==> src/rtl/fft_pkg.sv <==
// Shared FFT definitions: default data/frame sizes, framer FSM states and the
// bit-reverse helper used for the FFT load-port addressing.
package fft_pkg;

  localparam int FFT_BIT_WIDTH = 24;
  localparam int FFT_N         = 16;
  localparam int FFT_SIZE      = 4;
  localparam int MAX_SIZE      = 16;  // widest address the helper handles

  typedef enum logic [1:0] {
    ST_IDLE,
    ST_LOAD,
    ST_START,
    ST_GAP
  } framer_state_e;

  // Reverse the low `size` bits of v; callers cast the result to their width.
  function automatic logic [MAX_SIZE-1:0] bitrev(input logic [MAX_SIZE-1:0] v,
                                                 input int size);
    logic [MAX_SIZE-1:0] full;
    full = {<<{v}};
    return full >> (MAX_SIZE - size);
  endfunction

endpackage

==> src/rtl/fft_input_framer_gap_timer.sv <==
// gap_timer: loadable down-counter; done_o is high once the count reaches 0.
// Loading V gives V+1 cycles including the done cycle.
module gap_timer #(
  parameter int W = 32
) (
  input  logic         clk,
  input  logic         rst_n,
  input  logic         load_i,
  input  logic [W-1:0] load_val_i,
  output logic         done_o
);

  logic [W-1:0] cnt_q;

  // Count down to zero and hold there until the next load.
  always_ff @(posedge clk or negedge rst_n) begin
    if (!rst_n)             cnt_q <= '0;
    else if (load_i)        cnt_q <= load_val_i;
    else if (cnt_q != '0)   cnt_q <= cnt_q - W'(1);
  end

  assign done_o = (cnt_q == '0);

endmodule

==> src/rtl/fft_input_framer.sv <==
// fft_input_framer: collects an N-sample complex frame over valid/ready, writes
// it into the FFT load port and pulses start_flag when the frame is complete,
// then holds off input for gap_cycles so the first FFT stage is not overrun.
// Build option FFT_FRAMER_BITREV_EN: when defined the write address is the
// bit-reversed sample index, otherwise the natural index.
module fft_input_framer
  import fft_pkg::*;
#(
  parameter int bit_width  = FFT_BIT_WIDTH,
  parameter int N          = FFT_N,
  parameter int SIZE       = FFT_SIZE,
  parameter int gap_cycles = 32
) (
  input  logic                 clk,
  input  logic                 rst_n,
  input  logic                 en_i,
  input  logic                 s_valid,
  input  logic [bit_width-1:0] s_re,
  input  logic [bit_width-1:0] s_im,
  input  logic                 s_last,
  output logic                 s_ready,
  output logic                 load_data,
  output logic [bit_width-1:0] Re_i,
  output logic [bit_width-1:0] Im_i,
  output logic [SIZE-1:0]      invert_addr,
  output logic                 start_flag,
  output logic                 frame_err,
  output logic                 busy
);

  framer_state_e        state_q, state_d;
  logic [SIZE-1:0]      idx_q;
  logic                 s_ready_q, load_q, start_q, err_q, busy_q;
  logic [bit_width-1:0] re_q, im_q;
  logic [SIZE-1:0]      addr_q, addr_w;
  logic                 hs, last_idx, gap_done;

  assign hs       = s_valid & s_ready_q;
  assign last_idx = (idx_q == SIZE'(N - 1));

`ifdef FFT_FRAMER_BITREV_EN
  assign addr_w = SIZE'(bitrev(MAX_SIZE'(idx_q), SIZE));
`else
  assign addr_w = idx_q;
`endif

  // Gap length is counted from the START cycle; loading gap_cycles-1 yields
  // exactly gap_cycles GAP cycles.
  gap_timer #(.W(32)) u_gap (
    .clk        (clk),
    .rst_n      (rst_n),
    .load_i     (state_q == ST_START),
    .load_val_i (32'(gap_cycles - 1)),
    .done_o     (gap_done)
  );

  // Next-state logic; en_i only matters in IDLE and when the gap expires.
  always_comb begin
    state_d = state_q;
    case (state_q)
      ST_IDLE:  if (en_i) state_d = ST_LOAD;
      ST_LOAD:  if (hs && last_idx) state_d = ST_START;
      ST_START: state_d = ST_GAP;
      ST_GAP:   if (gap_done) state_d = en_i ? ST_LOAD : ST_IDLE;
      default:  state_d = ST_IDLE;
    endcase
  end

  // State, index and registered control outputs (decoded from next state so
  // they line up with the state they describe).
  always_ff @(posedge clk or negedge rst_n) begin
    if (!rst_n) begin
      state_q   <= ST_IDLE;
      idx_q     <= '0;
      s_ready_q <= 1'b0;
      busy_q    <= 1'b0;
      start_q   <= 1'b0;
      err_q     <= 1'b0;
    end else begin
      state_q   <= state_d;
      s_ready_q <= (state_d == ST_LOAD);
      busy_q    <= (state_d != ST_IDLE);
      start_q   <= hs && last_idx;
      if (hs) begin
        idx_q <= idx_q + SIZE'(1);
        // s_last only flags misframing; the frame length is fixed by idx.
        if (s_last != last_idx) err_q <= 1'b1;
      end
    end
  end

  // Write port: strobe for one cycle per handshake, data/address hold otherwise.
  always_ff @(posedge clk or negedge rst_n) begin
    if (!rst_n) begin
      load_q <= 1'b0;
      re_q   <= '0;
      im_q   <= '0;
      addr_q <= '0;
    end else begin
      load_q <= hs;
      if (hs) begin
        re_q   <= s_re;
        im_q   <= s_im;
        addr_q <= addr_w;
      end
    end
  end

  assign s_ready     = s_ready_q;
  assign load_data   = load_q;
  assign Re_i        = re_q;
  assign Im_i        = im_q;
  assign invert_addr = addr_q;
  assign start_flag  = start_q;
  assign frame_err   = err_q;
  assign busy        = busy_q;

endmodule

==> config.mk <==
export PLATFORM = sky130hd
export DESIGN_NAME = fft_input_framer
export DESIGN_NICKNAME = d
export VERILOG_FILES = /design/src/rtl/fft_pkg.sv /design/src/rtl/fft_input_framer_gap_timer.sv /design/src/rtl/fft_input_framer.sv
export SDC_FILE = /design/constraint.sdc
export NUM_CORES = 1
export LEC_CHECK = 0
export CORE_UTILIZATION = 50
export DETAILED_ROUTE_END_ITERATION = 10
export DONT_BUFFER_PORTS = 1
export GPL_TIMING_DRIVEN = 0
export PLACE_DENSITY_LB_ADDON = 0.2
export SLEW_MARGIN = 30
export SYNTH_ARGS = -nofsm -noshare
export SYNTH_HDL_FRONTEND = slang
export SYNTH_SLANG_ARGS = --single-unit
==> constraint.sdc <==
create_clock -name clk -period 6.5 [get_ports clk]
set_clock_uncertainty 0.15 [all_clocks]
set_input_delay 0.975 -clock clk [delete_from_list [all_inputs] [get_ports clk]]
set_output_delay 0.975 -clock clk [all_outputs]
set_load 0.01 [all_outputs]
**Yosys cells after proc, flatten, opt, wreduce, memory -nomap -nowiden**

Cells that the tools add are included.

- Mux-type cells: 7
- Reductions and logical operators: 7
- $add $sub $neg: 2
- Bitwise operators: 1
- Equal/unequal tests: 6

Operator list:

| operator | number |
|---|---|
| $mux W32 | 2 |
| $logic_not A32 Y1 | 1 |
| $reduce_bool A32 Y1 | 1 |
| $sub A32 B1 Y32 const B | 1 |
| $pmux W2 S4 | 1 |
| $mux W2 | 3 |
| $add A4 B1 Y4 const B | 1 |
| $eq A2 B1 Y1 const B | 2 |
| $eq A2 B2 Y1 const B | 2 |
| $eq A4 B4 Y1 const B | 1 |
| $reduce_bool A2 Y1 | 2 |
| $logic_not A2 Y1 | 1 |
| $reduce_and A2 Y1 | 1 |
| $and A1 B1 Y1 | 1 |
| $logic_and A1 B1 Y1 | 1 |
| $mux W1 | 1 |
| $ne A1 B1 Y1 | 1 |

- Register bits after elaboration: 95
- Logic and storage cells: 34
- Output and inout port bits: 57
- Bits of input ports: 53

**Logic depth before layout (Yosys ltp)**

- Depth in word-level cells: 5
- Mapped depth: 8
- Mapped depth without buffers: 7

**Cells and area by module**

Synthesis repeated with hierarchy kept, for this count alone.

- Cell total of the unflattened synthesis: 467
- Area total of the unflattened synthesis: 4287.9 um^2

Modules (own cells, without submodules):

| module | times used | area an instance (um^2) | sequential area each (um^2) | cells an instance |
|---|---|---|---|---|
| fft_input_framer | 1 | 2394.8 | 1576.5 | 258 |
| gap_timer | 1 | 1893.1 | 800.8 | 209 |

**Worst setup path before layout**

No wires, ideal clock.

- Path type: reg-to-reg
- From: reg u_gap.cnt_q[0]
- To: reg u_gap.cnt_q[26]
- Arrival time: 2222 ps
- Clock period less this slack: 2450 ps
- Required time: 6272 ps
- Path buffers: 1
- Stages on the path, launching flop included: 9
- Setup slack: 4050 ps
- Library setup time: 78 ps
- Cell sequence: dfrtp_1 inv_1 ha_1 or3b_1 clkbuf_1 nor4_4 nand4_4 or4_1 a21oi_1

- Cells in the longest elaborated chain, start to end: 3
- Elaborated cells between the ends (all ways): 5
- Those cells by class: 1 x add/sub; 2 x mux; 2 x reduce/logical

Ends and longest elaborated chain:

| item | RTL line | RTL |
|---|---|---|
| start: declaration | fft_input_framer_gap_timer.sv:13 | `logic [W-1:0] cnt_q;` |
| start signal: assignment | fft_input_framer_gap_timer.sv:18 | `else if (load_i) cnt_q <= load_val_i;` |
| start signal: assignment | fft_input_framer_gap_timer.sv:19 | `else if (cnt_q != '0) cnt_q <= cnt_q - W'(1);` |
| $sub A32 B1 Y32 | fft_input_framer_gap_timer.sv:19 |  |
| $mux W32 | fft_input_framer_gap_timer.sv:19 |  |
| $mux W32 | fft_input_framer_gap_timer.sv:18 |  |

Parallel ways exist; a longest one is shown, timed or not. The select of a mux whose other input is x is not followed.
A chain may end at the register's enable or synchronous reset.

**Worst setup path after layout**

Same ends and word-level chain as after synthesis.

==> summary.md <==
| Metric | Value |
|---|---|
| Pwr/cell area | `459.7 mW/mm^2` |
| Detailed Route WL | `8.229 mm` |
| Final layout net count | `425` |
| Worst min path class | `input pin to asynchronous set/reset pin` |
| CTS tree | `done` |
| Number of max-slew violations in the final report | `0` |
| Sequential-to-total area share from yosys stat | `0.5575` |
| RSZ-0062 raised after global routing | `false` |
| Fraction of post-synthesis cell area in the top cell type by area | `0.5575` |
| Post-CTS Setup Repair Bufs | `0` |
| Async set-reset flop share out of synthesis | `1.000` |
| Number of distinct standard cells referenced by the synthesized netlist | `50` |
| Top cells by area in the synthesized netlist | `sky130_fd_sc_hd__dfrtp_1 56%, sky130_fd_sc_hd__mux2_2 14%, sky130_fd_sc_hd__nor2_1 2.9%, sky130_fd_sc_hd__a21oi_1 2.2%, sky130_fd_sc_hd__nand2_1 1.7%` |
| Clock input transition at the sequential cells of the worst setup and hold paths | `110 ps` |
| Starting density of the core | `0.5190` |
| Net count after synthesis | `414` |
| First-pass GRT wire length | `13.72 mm` |
| Worst setup startpoint | `u_gap.cnt_q[0]` |
| CP top delay family | `simple AND/OR/NAND/NOR gates` |
| Pin count of the biggest net entering global routing | `96` |
| Clock latency of the later-clocked register in the worst-skew pair | `360 ps` |
| Max-capacitance violation count | `0` |
| Total of endpoints with negative setup slack in the final report | `0` |
| Total overflow reported by the global router | `0` |
| HPWL Detailed | `5.660 mm` |
| Port bufs | `0` |
| Critical path's slowest cell | `sky130_fd_sc_hd__nor4_4` |
| Placed Cells | `463` |
| Cells traversed along the worst timing path | `inv_1, ha_1, or3b_1, clkbuf_1, nor4_4, nand4_4, or4_1, a21oi_1` |
| Total Neg Setup Slack | `0 ps` |
| Critical Path Fanout Max | `9` |
| Avg Vias per Cell | `5.879` |
| Measured slew at the worst slew-check pin | `705.6 ps` |
| Most instantiated library cell after synthesis | `sky130_fd_sc_hd__dfrtp_1` |
| Post-route cell area | `0.004606 mm^2` |
| Share of layout cells above drive strength 1 | `0.2353` |
| Share of the core filled with cells | `0.5605` |
| Number of instances resized during post-cts repair | `0` |
| DIE HEIGHT | `94.35 um` |
| Buf/Inv on CP | `2` |
| Placement Setup Slack | `3742 ps` |
| Detailed-route via count | `2816` |
| Antenna violations before repair | `0` |
| Post-CTS Hold Fix Bufs | `0` |
| Starting DRC count in detailed routing | `137` |
| Post-route insts no fill | `479` |
| Hold Fails Final Rpt | `0` |
| Count of standard-cell rows | `33` |
| Clock buffers created by TritonCTS | `9` |
| Post-synth top flop | `sky130_fd_sc_hd__dfrtp_1` |
| Post-place instance area | `0.004395 mm^2` |
| Worst setup SP type | `flip-flop` |
| Ratio of final minimum period to clock period | `0.4283` |
| Crit end category | `flip-flop` |
| R2r startpoint | `u_gap.cnt_q[0]` |
| Tightest slew margin relative to the limit | `0.5287` |
| Post-DRT Antenna Nets | `0` |
| Floorplan core area | `0.008217 mm^2` |
| Post-layout min period | `2784 ps` |
| Data arrival at the endpoint of the critical path | `2920 ps` |
| Number of clock sinks | `95` |
| Via count of the first global-routing pass | `2872` |
| Mean post-synth cell area | `11.91 um^2` |
| Gate count of the mapped netlist | `358` |
| Placer Congestion | `0.8074` |
| Root buffer selected by CTS | `sky130_fd_sc_hd__clkbuf_8` |
| Htree depth | `3` |
| Largest stage delay, worst path | `490 ps` |
| F_max | `0.3592 GHz` |
| Diodes inserted | `0` |
| Overall global routing resource usage | `0.1987` |
| Synth Register Bits | `95` |
| Number of detailed-routing iterations run before antenna repair | `4` |
| Number of synthesized flops with an enable pin | `0` |
| Die footprint | `0.008902 mm^2` |
| Status | `complete, no violations` |
| Die W | `94.35 um` |
| Data required time of the worst path | `6640 ps` |
| Clk buf depth | `2` |
| Static leakage | `1.907 nW` |
| Wire length per cell | `17.18 um` |
| Summed instance area of the synthesized netlist | `0.004264 mm^2` |
| Area growth from synthesis to layout | `8.011%` |
| Maximum VDD drop | `0.2356 mV` |
| Area leader, netlist | `sky130_fd_sc_hd__dfrtp_1` |
| Worst-case setup margin in the final layout | `3716 ps` |
| Count of pins on the block boundary | `110` |
| Remaining routing DRC violations | `0` |
| Commonest cells in the netlist | `95 x sky130_fd_sc_hd__dfrtp_1, 53 x sky130_fd_sc_hd__mux2_2, 33 x sky130_fd_sc_hd__nor2_1` |
| Class of the most critical setup path | `flip-flop to flip-flop` |
| Synth warn | `0` |
## sequential cells by signal, summed over array words and instances (netlist names), 2 cells and up
signal       count
u_gap.cnt_q     32
Im_i            24
Re_i            24
addr_w           4
invert_addr      4
state_q          2
## metal layers
metal	global-route usage	up-vias	wire length, um
met1	0.2738	1384	3739
li1	-	1335	-
met4	0.06538	0	79
met5	0	-	0
met3	0.07005	12	615
met2	0.2929	85	3794
## per-stage QoR
stage | hold slack (ps) | total power [mW]
final | 147.0 | 2.117
after global routing | 116.2 | 2.262
after CTS | 128.6 | 2.133
after detailed placement | 344.3 | 1.734
after global placement | 345.5 | 1.705
after floorplan | 313.7 | 1.588
## worst paths after layout
kind	endpoint	slack, ps	depth (start not counted)
worst max-delay path	u_gap.cnt_q[26]	3720	8
worst min-delay path	u_gap.cnt_q[15]	150	0
worst max register to register	u_gap.cnt_q[26]	3720	8
worst min register to register	addr_w[3]	360	1
max in group asynchronous	invert_addr[1]	5890	0
min in group clk	addr_w[3]	360	1
## final cells by class
class	instances	area [um^2]
buffer	17	73.82
clock buffer	9	123.9
clock inverter	7	86.33
fill	674	3611
inverter	5	18.77
multi-input combinational	241	1794
sequential	95	2377
tap	105	131.4
## cell usage in the layout, fill, tap and decap left out, types with 7 or more instances in the layout
master / netlist / layout
sky130_fd_sc_hd__dfrtp_1: 95 / 95
sky130_fd_sc_hd__mux2_2: 53 / 53
sky130_fd_sc_hd__nor2_1: 33 / 33
sky130_fd_sc_hd__nand2_1: 19 / 19
sky130_fd_sc_hd__a21oi_1: 19 / 19
sky130_fd_sc_hd__nor3_1: 13 / 13
sky130_fd_sc_hd__or3_1: 11 / 11
sky130_fd_sc_hd__clkbuf_1: 9 / 9
sky130_fd_sc_hd__clkbuf_8: 0 / 9
sky130_fd_sc_hd__o21ai_0: 8 / 8
sky130_fd_sc_hd__nand3_1: 7 / 7
sky130_fd_sc_hd__a31oi_1: 7 / 7
## kinds of logic after synthesis
family,after synthesis,synth area share
XOR/XNOR,8,0.01643
AO/OA/AOI/OAI,62,0.09800
flip-flops,95,0.5575
AND/OR/NAND/NOR,114,0.1549
buffers and inverters,22,0.02171
multiplexers,54,0.1426
adder cells (fa/ha/maj),3,0.008804
## worst reg2reg max path, cell delays in order (launching register included)
cell,delay [ps]
sky130_fd_sc_hd__dfrtp_1,420
sky130_fd_sc_hd__inv_1,130
sky130_fd_sc_hd__ha_1,190
sky130_fd_sc_hd__or3b_1,350
sky130_fd_sc_hd__clkbuf_1,220
sky130_fd_sc_hd__nor4_4,490
sky130_fd_sc_hd__nand4_4,190
sky130_fd_sc_hd__or4_1,430
sky130_fd_sc_hd__a21oi_1,150
## power breakdown
part,internal (mW),switching (mW)
Sequential,0.840,0.284
Combinational,0.311,0.286
Clock,0.155,0.241
Power figures use the tool's default switching activity.
